==> config.mk <==
export PLATFORM = sky130hd
export DESIGN_NAME = wb_commit_unit
export DESIGN_NICKNAME = d
export VERILOG_FILES = /design/src/rtl/wb_commit_unit.sv
export SDC_FILE = /design/constraint.sdc
export NUM_CORES = 1
export LEC_CHECK = 0
export CAP_MARGIN = 20
export CELL_PAD_IN_SITES_DETAIL_PLACEMENT = 1
export CELL_PAD_IN_SITES_GLOBAL_PLACEMENT = 2
export CORE_MARGIN = 1.5
export CORE_UTILIZATION = 22
export DETAILED_ROUTE_END_ITERATION = 6
export PLACE_DENSITY = 0.87
export REMOVE_ABC_BUFFERS = 1
export SLEW_MARGIN = 20
export SYNTH_ARGS = -nofsm -noshare
export SYNTH_HDL_FRONTEND = slang
export SYNTH_SLANG_ARGS = --single-unit
==> constraint.sdc <==
create_clock -name clk -period 1.94 [get_ports clk]
set_input_delay 0.388 -clock clk [delete_from_list [all_inputs] [get_ports clk]]
set_output_delay 0.388 -clock clk [all_outputs]
set_load 0.1 [all_outputs]
==> src/rtl/wb_commit_unit.sv <==
// Writeback/commit stage: registers the MEM bundle, arbitrates interrupt/exception/ertn/commit,
// and drives CSR/GPR writes plus the front-end redirect. Optional trace ports under WB_DEBUG_TRACE_EN.
module wb_commit_unit #(
    parameter logic [5:0] ECODE_INT = 6'h00,
    parameter int         EPOCH_W   = 1
) (
    input  logic               clk,
    input  logic               reset,
    input  logic               ms_to_ws_valid,
    output logic               ws_allow_in,
    input  logic [31:0]        ms_pc,
    input  logic               ms_exc,
    input  logic [5:0]         ms_ecode,
    input  logic [8:0]         ms_esubcode,
    input  logic [31:0]        ms_vaddr,
    input  logic               ms_ertn,
    input  logic [EPOCH_W-1:0] ms_epoch,
    input  logic               ms_rf_we,
    input  logic [4:0]         ms_rf_waddr,
    input  logic [31:0]        ms_rf_wdata,
    input  logic               ms_csr_we,
    input  logic [13:0]        ms_csr_num,
    input  logic [31:0]        ms_csr_wvalue,
    input  logic [31:0]        ms_csr_wmask,
    input  logic               has_int,
    input  logic [31:0]        csr_eentry,
    input  logic [31:0]        csr_era,
    output logic               wb_ex,
    output logic [5:0]         wb_ecode,
    output logic [8:0]         wb_esubcode,
    output logic [31:0]        wb_pc,
    output logic [31:0]        wb_vaddr,
    output logic               ertn_flush,
    output logic               csr_we,
    output logic [13:0]        csr_num,
    output logic [31:0]        csr_wvalue,
    output logic [31:0]        csr_wmask,
    output logic               rf_we,
    output logic [4:0]         rf_waddr,
    output logic [31:0]        rf_wdata,
    output logic [EPOCH_W-1:0] ws_epoch,
    output logic               redirect_valid,
    output logic [31:0]        redirect_pc,
`ifdef WB_DEBUG_TRACE_EN
    output logic [31:0]        debug_wb_pc,
    output logic [3:0]         debug_wb_rf_we,
    output logic [4:0]         debug_wb_rf_wnum,
    output logic [31:0]        debug_wb_rf_wdata,
`endif
    input  logic               redirect_ready
);

    typedef enum logic {RUN = 1'b0, REDIR = 1'b1} state_t;

    state_t             state_q;
    logic [EPOCH_W-1:0] ws_epoch_q;
    logic [31:0]        redirect_pc_q;

    logic               ws_valid_q, ws_valid_d;
    logic [31:0]        ws_pc_q;
    logic               ws_exc_q;
    logic [5:0]         ws_ecode_q;
    logic [8:0]         ws_esubcode_q;
    logic [31:0]        ws_vaddr_q;
    logic               ws_ertn_q;
    logic               ws_rf_we_q;
    logic [4:0]         ws_rf_waddr_q;
    logic [31:0]        ws_rf_wdata_q;
    logic               ws_csr_we_q;
    logic [13:0]        ws_csr_num_q;
    logic [31:0]        ws_csr_wvalue_q;
    logic [31:0]        ws_csr_wmask_q;

    logic commit_act, take_int, take_exc, take_ertn, normal;

    assign ws_allow_in = 1'b1;

    // Wrong-path bundles (stale epoch, or anything arriving during a redirect) never become valid.
    assign ws_valid_d = ms_to_ws_valid && (state_q == RUN) && (ms_epoch == ws_epoch_q);

    always_ff @(posedge clk) begin
        if (reset) begin
            ws_valid_q      <= 1'b0;
            ws_pc_q         <= '0;
            ws_exc_q        <= 1'b0;
            ws_ecode_q      <= '0;
            ws_esubcode_q   <= '0;
            ws_vaddr_q      <= '0;
            ws_ertn_q       <= 1'b0;
            ws_rf_we_q      <= 1'b0;
            ws_rf_waddr_q   <= '0;
            ws_rf_wdata_q   <= '0;
            ws_csr_we_q     <= 1'b0;
            ws_csr_num_q    <= '0;
            ws_csr_wvalue_q <= '0;
            ws_csr_wmask_q  <= '0;
        end else begin
            ws_valid_q <= ws_valid_d;
            if (ms_to_ws_valid) begin
                ws_pc_q         <= ms_pc;
                ws_exc_q        <= ms_exc;
                ws_ecode_q      <= ms_ecode;
                ws_esubcode_q   <= ms_esubcode;
                ws_vaddr_q      <= ms_vaddr;
                ws_ertn_q       <= ms_ertn;
                ws_rf_we_q      <= ms_rf_we;
                ws_rf_waddr_q   <= ms_rf_waddr;
                ws_rf_wdata_q   <= ms_rf_wdata;
                ws_csr_we_q     <= ms_csr_we;
                ws_csr_num_q    <= ms_csr_num;
                ws_csr_wvalue_q <= ms_csr_wvalue;
                ws_csr_wmask_q  <= ms_csr_wmask;
            end
        end
    end

    assign commit_act = ws_valid_q && (state_q == RUN);
    assign take_int   = commit_act && has_int;
    assign take_exc   = commit_act && (has_int || ws_exc_q);
    assign take_ertn  = commit_act && !take_exc && ws_ertn_q;
    assign normal     = commit_act && !take_exc && !ws_ertn_q;

    assign wb_ex       = take_exc;
    assign ertn_flush  = take_ertn;
    assign wb_ecode    = take_int ? ECODE_INT : (take_exc ? ws_ecode_q : 6'h00);
    assign wb_esubcode = (take_exc && !take_int) ? ws_esubcode_q : 9'h000;
    assign wb_pc       = take_exc ? ws_pc_q : 32'h0;
    // The faulting address belongs only to a carried exception; an interrupt has none.
    assign wb_vaddr    = (take_exc && !take_int) ? ws_vaddr_q : 32'h0;

    assign rf_we      = normal && ws_rf_we_q;
    assign rf_waddr   = ws_rf_waddr_q;
    assign rf_wdata   = ws_rf_wdata_q;
    assign csr_we     = normal && ws_csr_we_q;
    assign csr_num    = ws_csr_num_q;
    assign csr_wvalue = ws_csr_wvalue_q;
    assign csr_wmask  = ws_csr_wmask_q;

    assign ws_epoch       = ws_epoch_q;
    assign redirect_valid = (state_q == REDIR);
    assign redirect_pc    = redirect_pc_q;

    always_ff @(posedge clk) begin
        if (reset) begin
            state_q       <= RUN;
            ws_epoch_q    <= '0;
            redirect_pc_q <= '0;
        end else begin
            case (state_q)
                RUN: begin
                    if (take_exc) begin
                        state_q       <= REDIR;
                        redirect_pc_q <= csr_eentry;
                    end else if (take_ertn) begin
                        state_q       <= REDIR;
                        redirect_pc_q <= csr_era;
                    end
                end
                REDIR: begin
                    if (redirect_ready) begin
                        state_q    <= RUN;
                        ws_epoch_q <= ws_epoch_q + EPOCH_W'(1);
                    end
                end
                default: state_q <= RUN;
            endcase
        end
    end

`ifdef WB_DEBUG_TRACE_EN
    assign debug_wb_pc       = normal ? ws_pc_q : 32'h0;
    assign debug_wb_rf_we    = {4{rf_we}};
    assign debug_wb_rf_wnum  = rf_waddr;
    assign debug_wb_rf_wdata = rf_wdata;
`endif

endmodule

---- Yosys cells after proc, flatten, opt, wreduce, memory -nomap -nowiden ----
Index checks and enable logic that the tools add are counted.
storage, ports and cells
  bits in registers ....................... 233
  latch bits .............................. 0
  bits in writable memories ............... 0
  bits in read-only memories .............. 0
  bits of input ports ..................... 268
  output and inout bits ................... 233
  logic and storage cells ................. 49
  memories kept ........................... 0
operators by class
  add/subtract/negate cells ............... 1
  $mul .................................... 0
  divide/modulo/power cells ............... 0
  $lt $le $gt $ge ......................... 0
  eq/ne operators ......................... 1
  shift operators ......................... 0
  muxes and demuxes ....................... 11
  bitwise gates (word level) .............. 1
  reduce and logical (&&, ||, !) cells .... 18
operator list
  cell                 number
  $mux 32              4
  $mux 6               2
  $logic_and 1x1->1    11
  $mux 9               1
  $reduce_and 2->1     2
  $logic_not 1->1      3
  $mux 1               3
  $pmux 1 s2           1
  $reduce_bool 2->1    1
  $add 1x1->1 const B  1
  $eq 1x1->1           1
  $logic_or 1x1->1     1
  $not 1->1            1

---- Logic depth before layout (Yosys ltp) ----
  word-level depth ........................ 9
  mapped depth ............................ 5
  depth with buffers taken out ............ 3

---- Worst setup path after synthesis ----
Ideal clock, no wire load.
  kind .................................... register to output
  start ................................... register state_q (netlist: redirect_valid)
  end ..................................... output port wb_pc[22]
  data arrival time ....................... 2.666 ns
  data required time ...................... 1.552 ns
  path slack .............................. -1.114 ns
  cell stages (with the launch flop) ...... 5
  buffers on the path ..................... 1
  cells stage by stage .................... dfxtp_1 -> nor2b_2 -> nor2b_1 -> buf_2 -> and2_1
between the ends
  longest elaborated chain between the ends .. 4
ends and longest elaborated chain
  what                        line  RTL
  from (decl)                 55    state_t state_q;
  from (signal assigned)      145   state_q <= RUN;
  from (signal assigned)      152   state_q <= REDIR;
  from (signal assigned)      155   state_q <= REDIR;
  $not 1->1 (no source line)  -
  $logic_and 1x1->1           117   assign commit_act = ws_valid_q && (state_q == RUN);
  $logic_and 1x1->1           119   assign take_exc = commit_act && (has_int || ws_exc_q);
  named net wb_ex             28    output logic wb_ex,
  $mux 32                     127   assign wb_pc = take_exc ? ws_pc_q : 32'h0;
  to (decl)                   31    output logic [31:0] wb_pc,
The timed path passes the listed nets, and every way through them passes these cells.

---- Worst setup path after layout ----
  start ................................... register ws_valid_q
  end ..................................... output port wb_esubcode[6]
between the ends
  longest elaborated chain between the ends .. 5
  elaborated cells on any way between the ends .. 6
  those cells by class .................... 1 x mux; 5 x reduce/logical
ends and longest elaborated chain
  what                    line  RTL
  from (decl)             59    logic ws_valid_q, ws_valid_d;
  from (signal assigned)  98    ws_valid_q <= ws_valid_d;
  $logic_and 1x1->1 *     117
  $logic_and 1x1->1       118   assign take_int = commit_act && has_int;
  $logic_not 1->1         126   assign wb_esubcode = (take_exc && !take_int) ? ws_esubcode_q : 9'h000;
  $logic_and 1x1->1 *     126
  $mux 9 *                126
  to (decl)               30    output logic [8:0] wb_esubcode,
Mark *: on every way between the ends. The rest lies on a longest branch, timed or not.

==> run summary <==
n_diodes -> 0
Clock Path Buffers -> 3
violated checks -> setup timing
worst hold endpoint -> csr_num[11]
final weighted congestion in routability-driven placement -> 0.828
Power Total -> 13.4 mW
worst path arrival time -> 1.86 ns
status -> finished, violations left
antenna violations before repair -> 0
Syn Area/Cell -> 10.1 µm²
met2 wire length -> 17900 µm
drt initial violations -> 235
VDD IR max -> 0.764 mV
max-slew violation count -> 0
layout cells sized above 1 -> 29.4%
CTS tree -> yes
routed via count -> 8502
fmax -> 445 MHz
H-tree depth -> 1
vias per inst -> 4.35
WS Path Type -> register to output pin
Die X-Extent -> 206 µm
max layer used -> met4
CP Launch Type -> register
Yosys warnings -> 0
CP Max Fanout -> 11
WP data required -> 1.55 ns
PD cells -> 803 nW/µm²
Port Buf Inserts -> 499
gr usage total -> 15.6%
Die ar. -> 42600 µm²
Clock Latency Late Sink -> 0.55 ns
EDFF count, synth -> 0
TritonCTS Buffers -> 27
antenna viol nets, final -> 0
Rows -> 74
Leak -> 7.30 nW
post-synthesis sequential area ratio -> 51.2%
Synth Flop Type -> dfxtp_1
RR Endpoint -> redirect_pc[14]
hold path start -> reset
Yosys cell types -> 27
skew final -> 0.0235 ns
Setup-failing EPs final -> 83
first-pass GRT wire length -> 52000 µm
met3 routed WL -> 3400 µm
wire length on met1 -> 14000 µm
Routed WL -> 36300 µm
total negative slack -> -22.81 ns
Post-route DRC -> 0
min-delay worst type -> input port to register
Final Hold Fails -> 0
Worst-path clk slew -> 0.06 ns
register-to-register setup slack -> 0.52 ns
FF-to-FF path depth -> 4
largest net degree at the start of global routing -> 69
drt pass-1 iters -> 4
post-route setup slack -> -0.309 ns
Area Growth Syn to Fin -> 83.5%
die height -> 206 µm
Layout Nets -> 1670
Routed WL per cell -> 18.6 µm
Tmin final -> 2.25 ns
reg2reg start -> ws_ertn_q
io pins -> 501
initial core utilization -> 22.3%
unrepaired setup endpoints after global routing -> yes
clock sinks -> 233
Post-CTS Hold Buffers -> 0
max_cap viols -> 0
Synth async-reset ratio -> 0%
core area -> 40800 µm²
Post-Synthesis Cells -> 899
mapped cell area -> 9110 µm²
hold path cells -> 2
period utilization -> 116%
vias in the first global route -> 8878
Final Util -> 40.9%
HPWL Detailed -> 26100 µm
Congestion Overflow GR -> 0
element type at the critical path end -> output pin
CTS root buf -> clkbuf_16
synthesis-stage register bit count -> 233
## logic make-up after synthesis
family	after synthesis	synth area share, %
other cells	1	0.0412
mux	198	21.8
xor+xnor	2	0.192
simple gates	292	14.7
buf+inv	75	3.94
flops	233	51.2
compound gates	98	8.21
## routing by layer
metal	track usage [%]	up-vias
met5	0	-
met4	3.99	0
met1	17.8	4034
met2	27.3	350
met3	5.79	60
li1	-	4058
## power breakdown
part / internal (mW) / switching (mW)
Clock: 3.11 / 2.05
Combinational: 1.12 / 1.91
Sequential: 5.05 / 0.182
## stage by stage
stage	instances	worst slack, ns	area, µm²	hold WS [ns]
6_report	1954	-0.309	16700	0.184
5_1_grt	1954	-0.395	16700	0.167
4_1_cts	1945	-0.313	16400	0.152
3_5_place_dp	1893	-0.413	15300	0.448
3_3_place_gp	1893	-0.353	15300	0.448
2_1_floorplan	824	-2.72	8750	0.452
## sequential cells by signal (all words and copies together), names as in the netlist
name and flops:
ws_csr_we_q 1, redirect_pc 32, ws_ecode_q 6, csr_num 14, redirect_valid 1, ws_pc_q 32, ws_valid_q 1, ws_esubcode_q 9
csr_wmask 32, rf_wdata 32, rf_waddr 5, ws_vaddr_q 32, ws_rf_we_q 1, ws_epoch 1, ws_exc_q 1, ws_ertn_q 1
csr_wvalue 32
## worst max-delay path by stage
| stage | from | to | slack (ns) | depth (start not counted) |
|---|---|---|---|---|
| finish | ws_valid_q | wb_esubcode[6] | -0.31 | 6 |
| CTS | ws_valid_q | wb_pc[13] | -0.31 | 6 |
| detailed placement | has_int | wb_pc[10] | -0.41 | 6 |
| global placement | has_int | wb_pc[29] | -0.35 | 6 |
| global route | ws_valid_q | wb_vaddr[11] | -0.39 | 6 |
| floorplan | ws_exc_q | wb_pc[0] | -2.72 | 3 |
## worst max-delay path: stages, from the launching register on
cell     delay, ns
dfxtp_2       0.31
nor2b_4       0.15
and3b_2       0.22
buf_12        0.14
buf_8         0.16
and2_4        0.17
buf_12        0.17
## placed cells by master, fill, tap and decap left out, types with 31 or more instances in the layout
master           count
o2bb2ai_1           31
a31oi_1             32
clkbuf_16           31
clkdlybuf4s50_1    264
and2_4              79
o21a_1              32
dfxtp_1            229
buf_4              171
mux2i_1            198
nor2_1             200
buf_12              99
## synthesized netlist by cell type (3+ instances only)
cell type / n / area (µm²)
clkbuf_1: 35 / 131
mux2i_1: 198 / 1980
buf_1: 4 / 15.0
nor2_1: 200 / 751
a31oi_1: 32 / 200
and3_1: 3 / 18.8
buf_4: 3 / 22.5
and2_1: 79 / 494
dfxtp_1: 233 / 4660
buf_2: 29 / 145
o2bb2ai_1: 31 / 272
o21a_1: 32 / 240
buf_6: 4 / 45.0
## what timing repair did
action                     4_1_cts  5_1_grt
setup endpoints to repair       83       83
gates cloned                     1        6
pin swaps                       12       17
buffers inserted                 2        4
resized for setup               55       49
## cell type report
type / instances / area (µm²)
clock buffer: 40 / 764
clock inverter: 9 / 124
fill: 4481 / 24100
multi-input combinational: 591 / 4330
sequential: 233 / 4670
tap: 532 / 666
timing repair buffer: 549 / 6160
No activity file was read; power rests on OpenSTA's default activity.
